===== config.mk =====
export PLATFORM = sky130hd
export DESIGN_NAME = fifo_word_packer
export DESIGN_NICKNAME = d
export VERILOG_FILES = /design/src/rtl/fifo_word_packer_pkg.sv /design/src/rtl/stream_out_reg.sv /design/src/rtl/fifo_word_packer.sv
export SDC_FILE = /design/constraint.sdc
export NUM_CORES = 1
export LEC_CHECK = 0
export CAP_MARGIN = 10
export CORE_ASPECT_RATIO = 1.2
export CORE_UTILIZATION = 35
export DETAILED_ROUTE_END_ITERATION = 10
export SETUP_SLACK_MARGIN = 0.4
export SLEW_MARGIN = 10
export SYNTH_ARGS = -nofsm -noshare
export SYNTH_HDL_FRONTEND = slang
export SYNTH_SLANG_ARGS = --single-unit

===== constraint.sdc =====
create_clock -name clk_i -period 4.6 [get_ports clk_i]
set_input_delay 0.92 -clock clk_i [delete_from_list [all_inputs] [get_ports clk_i]]
set_output_delay 0.92 -clock clk_i [all_outputs]
set_load 0.03 [all_outputs]

===== src/rtl/fifo_word_packer_pkg.sv =====
`default_nettype none
// ============================================================================
// Module   : fifo_word_packer_pkg
// Brief    : Shared state encoding for the FIFO word packer.
// Revision : 1.0 - initial release
// ============================================================================
package fifo_word_packer_pkg;

    localparam logic [0:0] c_st_accum      = 1'b0;
    localparam logic [0:0] c_st_flush_pend = 1'b1;

endpackage
`default_nettype wire


===== src/rtl/stream_out_reg.sv =====
`default_nettype none
// ============================================================================
// Module   : stream_out_reg
// Brief    : Registered valid/ready output stage; payload holds while stalled.
// Revision : 1.0 - initial release
// ============================================================================
module stream_out_reg #(
    parameter int PAYLOAD_WIDTH = 36
) (
    input  logic                     clk,
    input  logic                     rst,
    input  logic                     i_load,
    input  logic [PAYLOAD_WIDTH-1:0] i_payload,
    input  logic                     i_ready,
    output logic [PAYLOAD_WIDTH-1:0] o_payload,
    output logic                     o_valid
);

    logic [PAYLOAD_WIDTH-1:0] r_payload;
    logic                     r_valid;

    // A load wins over a same-cycle transfer so back-to-back words have no bubble.
    always_ff @(posedge clk) begin
        if (rst) begin
            r_payload <= '0;
            r_valid   <= 1'b0;
        end else if (i_load) begin
            r_payload <= i_payload;
            r_valid   <= 1'b1;
        end else if (i_ready) begin
            r_valid   <= 1'b0;
        end
    end

    assign o_payload = r_payload;
    assign o_valid   = r_valid;

endmodule
`default_nettype wire


===== src/rtl/fifo_word_packer.sv =====
`default_nettype none
// ============================================================================
// Module   : fifo_word_packer
// Brief    : Drains a show-ahead FIFO and packs RATIO narrow words per output.
// Revision : 1.0 - initial release
// ============================================================================
module fifo_word_packer
    import fifo_word_packer_pkg::*;
#(
    parameter int DATA_WIDTH = 8,
    parameter int RATIO      = 4
) (
    input  logic                        clk_i,
    input  logic                        rst_i,
    input  logic [DATA_WIDTH-1:0]       fifo_data_i,
    input  logic                        fifo_empty_i,
    output logic                        fifo_rd_o,
    input  logic                        flush_i,
    output logic [DATA_WIDTH*RATIO-1:0] m_data_o,
    output logic [RATIO-1:0]            m_keep_o,
    output logic                        m_valid_o,
    input  logic                        m_ready_i
);

    localparam int OUT_WIDTH = DATA_WIDTH * RATIO;
    localparam int CNT_WIDTH = $clog2(RATIO);
    localparam int ACC_WIDTH = DATA_WIDTH * (RATIO - 1);
    localparam logic [CNT_WIDTH-1:0] c_last_cnt = CNT_WIDTH'(RATIO - 1);

    logic [CNT_WIDTH-1:0]       r_cnt;
    logic [0:0]                 r_state;
    logic [ACC_WIDTH-1:0]       r_acc;

    logic                       w_flush_pend;
    logic                       w_out_free;
    logic                       w_last;
    logic                       w_pop;
    logic                       w_word_done;
    logic                       w_flush_emit;
    logic                       w_flush_take;
    logic [RATIO-1:0]           w_flush_keep;
    logic [OUT_WIDTH-1:0]       w_load_data;
    logic [RATIO-1:0]           w_load_keep;
    logic [OUT_WIDTH+RATIO-1:0] w_payload;

    assign w_flush_pend = (r_state == c_st_flush_pend);
    assign w_out_free   = !m_valid_o || m_ready_i;
    assign w_last       = (r_cnt == c_last_cnt);
    assign w_pop        = !fifo_empty_i && !w_flush_pend && (!w_last || w_out_free);
    assign w_word_done  = w_pop && w_last;
    assign w_flush_emit = w_flush_pend && w_out_free;
    // An empty accumulator with no incoming word has nothing to flush.
    assign w_flush_take = flush_i && !w_flush_pend && !w_word_done
                          && ((r_cnt != '0) || w_pop);

    assign fifo_rd_o = w_pop && !rst_i;

    always_ff @(posedge clk_i) begin
        if (rst_i) begin
            r_state <= c_st_accum;
            r_cnt   <= '0;
        end else begin
            case (r_state)
                c_st_accum: begin
                    if (w_word_done) begin
                        r_cnt <= '0;
                    end else if (w_pop) begin
                        r_cnt <= r_cnt + CNT_WIDTH'(1);
                    end
                    if (w_flush_take) begin
                        r_state <= c_st_flush_pend;
                    end
                end
                c_st_flush_pend: begin
                    if (w_out_free) begin
                        r_cnt   <= '0;
                        r_state <= c_st_accum;
                    end
                end
                default: r_state <= c_st_accum;
            endcase
        end
    end

    // The final lane bypasses the accumulator and goes straight to the output.
    always_ff @(posedge clk_i) begin
        if (rst_i || w_word_done || w_flush_emit) begin
            r_acc <= '0;
        end else if (w_pop) begin
            for (int i = 0; i < RATIO - 1; i++) begin
                if (r_cnt == CNT_WIDTH'(i)) begin
                    r_acc[i*DATA_WIDTH +: DATA_WIDTH] <= fifo_data_i;
                end
            end
        end
    end

    for (genvar k = 0; k < RATIO; k++) begin : g_keep
        assign w_flush_keep[k] = (CNT_WIDTH'(k) < r_cnt);
    end

    assign w_load_data = w_word_done ? {fifo_data_i, r_acc}
                                     : {{DATA_WIDTH{1'b0}}, r_acc};
    assign w_load_keep = w_word_done ? {RATIO{1'b1}} : w_flush_keep;

    stream_out_reg #(
        .PAYLOAD_WIDTH (OUT_WIDTH + RATIO)
    ) u_out_reg (
        .clk       (clk_i),
        .rst       (rst_i),
        .i_load    (w_word_done || w_flush_emit),
        .i_payload ({w_load_keep, w_load_data}),
        .i_ready   (m_ready_i),
        .o_payload (w_payload),
        .o_valid   (m_valid_o)
    );

    assign m_keep_o = w_payload[OUT_WIDTH +: RATIO];
    assign m_data_o = w_payload[OUT_WIDTH-1:0];

endmodule
`default_nettype wire

==> results.toml <==
[power_and_ir_drop]
p_sw_share_pct = 25.8
p_clk_share_pct = 37.4
power.density_nw_per_um2 = 355
p_comb_share_pct = 10.1
p_int_uw = 818
peakVddDrop_mv = 0.145
power.switching_uw = 285
p_seq_share_pct = 52.5
p_leak_uw = 0.00124

[timing]
finalHoldViolCount = 0
tightest_slew_ns = 0.724
period_needed_ns = 3.50
tns_ns = 0
slew_headroom_pct = 51.6
timing.final.crit_share_pct = 76.1
hold_ws_ns = 0.454
timing.final.ws_setup_ns = 1.10
fin_skew_ns = 0.00764
rsz0062_at_grt = "false"
maxSlewViolCount = 0
setup_viol = 0
fmax_mhz = 286

[synth]
yosys.area_share.simple_pct = 17.9
syn-instance-count = 248
synthTopCellsByArea = "dfxtp_1 53%, mux2i_1 10%, nand2_1 8.0%"
yosysWarningCount = 0
muxShareOfSynthArea_pct = 10.4
synth_top_area_cell = "dfxtp_1"
synthXorXnorAreaFrac_pct = 0
yosys-top-cells-count = "64 x dfxtp_1, 51 x nand2_1, 29 x nor2_1, 26 x a21oi_1, 25 x mux2i_1"
async_flop_share_pct = 0
synth_edf_count = 0
ys_ff_latch = 64
synth_top_flop_cell = "dfxtp_1"
synth_cell_type_count = 33
synth_most_common_cell = "dfxtp_1"
synth_top_family_by_area = "simple AND/OR/NAND/NOR gates"
synth_top_cell_area_share_pct = 53.4
synthesis.area_sq_um = 2400
synth_area_per_cell_sq_um = 9.67
synth_seq_area_share_pct = 53.4
syn_nets = 265
synth_compound_area_share_pct = 11.9
synthAdderAreaFrac_pct = 2.09

[floorplan]
die_w_um = 77.6
core_sq_um = 6530
initial_core_util_pct = 36.7
dieHeight_um = 92.7
rows = 32
ios = 51
die_area_sq_um = 7190

[cts]
clkLatencyLatePin_ns = 0.33
post-cts-setup-buffers = 0
cts_tree = "yes"
clock_path_buffers = 2
hold_buffers = 0
htree_levels = 3
numCtsBuffers = 9
root_buffer = "clkbuf_8"
ctsResizeCount = 0
clk_pin_slew_ns = 0.06
clkSinkCount = 64

[routing]
wl_um = 5250
num_vias = 1815
drt_first_pass_iters = 4
postRouteAntennaNets = 0
drc = 0
drt-initial-drc-count = 70
post_drt_wl_per_cell_um = 13.6
viasPerCell = 4.69

[critical_path]
path_max_fanout = 6
r2r-end = "r_acc[0]"
rr_worst_depth = 5
crit_required_ns = 3.68
reg2reg_slack_ns = 2.45
crit_path_end_kind = "primary output"
cp-start-kind = "input pin"
reg2reg_from = "r_cnt[0]"
crit_arrival_ns = 2.58
crit_type = "input pin to primary output"

[finish]
fin_util_pct = 47.5
area_growth_pct = 29.4
antennaDiodeCount = 0
regArea_sq_um = 1280
final_nets = 314
nFillCells = 618
multi_input_area_sq_um = 1010
final_layout_size_suffix_gt1_share_pct = 8.94

[flow_run]
maxCapViolations = 0

[global_route]
grt_pass1_wl_um = 8570
first_global_vias = 1723
grt-ovfl-total = 0
grt_max_degree = 34
antenna_found_initial = 0
track_usage_pct = 15.8

[outcome]
status = "finished, final reports clean"

[hold_path]
holdPathEnd = "u_out_reg.o_payload[0]"
hp-start = "r_acc[0]"
hold_depth = 2
hp-class = "flip-flop to flip-flop"

[placed_design]
place_hpwl_um = 3440
dp_worst_setup_slack_ns = 1.10
gp_congestion = 0.781
place.port_buffers = 50
==> worst max-delay path: stages <==
cell and delay, ns:
clkdlybuf4s50_1 0.54, nor2_4 0.21, nand2_1 0.13, nor2_1 0.11, clkdlybuf4s50_1 0.67
==> logic make-up (layout without fill, tap and decap cells) <==
logic type | count (synthesis) | count (layout)
and+or+nand+nor | 94 | 94
DFF | 64 | 64
AOI/OAI and AO/OA | 44 | 44
muxes | 25 | 25
buffers and inverters | 17 | 71
adders and majority gates | 4 | 4
==> registers in the layout (all words and copies together) (netlist names) <==
signal               count
r_cnt                    2
r_acc                   24
u_out_reg.o_valid        1
r_state                  1
u_out_reg.o_payload     36
==> how the worst max path moves through the flow <==
stage	start	end	cells past startpoint
CTS	fifo_empty_i	fifo_rd_o	5
detailed placement	fifo_empty_i	fifo_rd_o	5
finish	fifo_empty_i	fifo_rd_o	5
floorplan	rst_i	fifo_rd_o	3
global placement	fifo_empty_i	fifo_rd_o	5
global route	fifo_empty_i	fifo_rd_o	5
==> power groups by stage <==
stage	Clock, uW	Sequential (uW)	Combinational (uW)
6_report	412	579	111
5_1_grt	449	581	121
4_1_cts	425	579	113
3_5_place_dp	0	592	112
3_3_place_gp	0	591	111
2_1_floorplan	0	596	71.5
==> placed cells by master, fill, tap and decap left out, types with 2 or more instances in the layout <==
cell type and count:
clkinvlp_4 2, clkinv_2 4, mux2i_1 25, buf_4 2
nand2_1 51, nand2b_1 2, nand3_2 3, a22o_1 8
ha_1 4, clkbuf_8 10, inv_1 3, clkdlybuf4s50_1 50
nor2_1 29, a21oi_1 26, dfxtp_1 64
==> routing by layer <==
metal	part of all wire (%)	vias to the layer above	global-route usage, %
met3	3.8	8	3.25
li1	-	927	-
met5	0	-	0
met1	48	836	20.7
met2	46	44	24.0
met4	1.9	0	8.49
==> per-stage QoR <==
stage | cells | area [sq um] | total power, uW
floorplan | 248 | 2400 | 667
global placement | 371 | 2930 | 703
detailed placement | 371 | 2930 | 704
CTS | 387 | 3100 | 1120
global route | 387 | 3100 | 1150
finish | 387 | 3100 | 1100
==> final cells by class <==
class | instances | area share [%]
clock buffers | 10 | 4.44
clock inverters | 6 | 1.13
inverters | 3 | 0.363
multi-input cells | 167 | 32.7
flip-flops and latches | 64 | 41.3
well taps | 85 | 3.43
repair buffers | 52 | 16.6
Note: power is estimated with default switching activity, not from simulation.
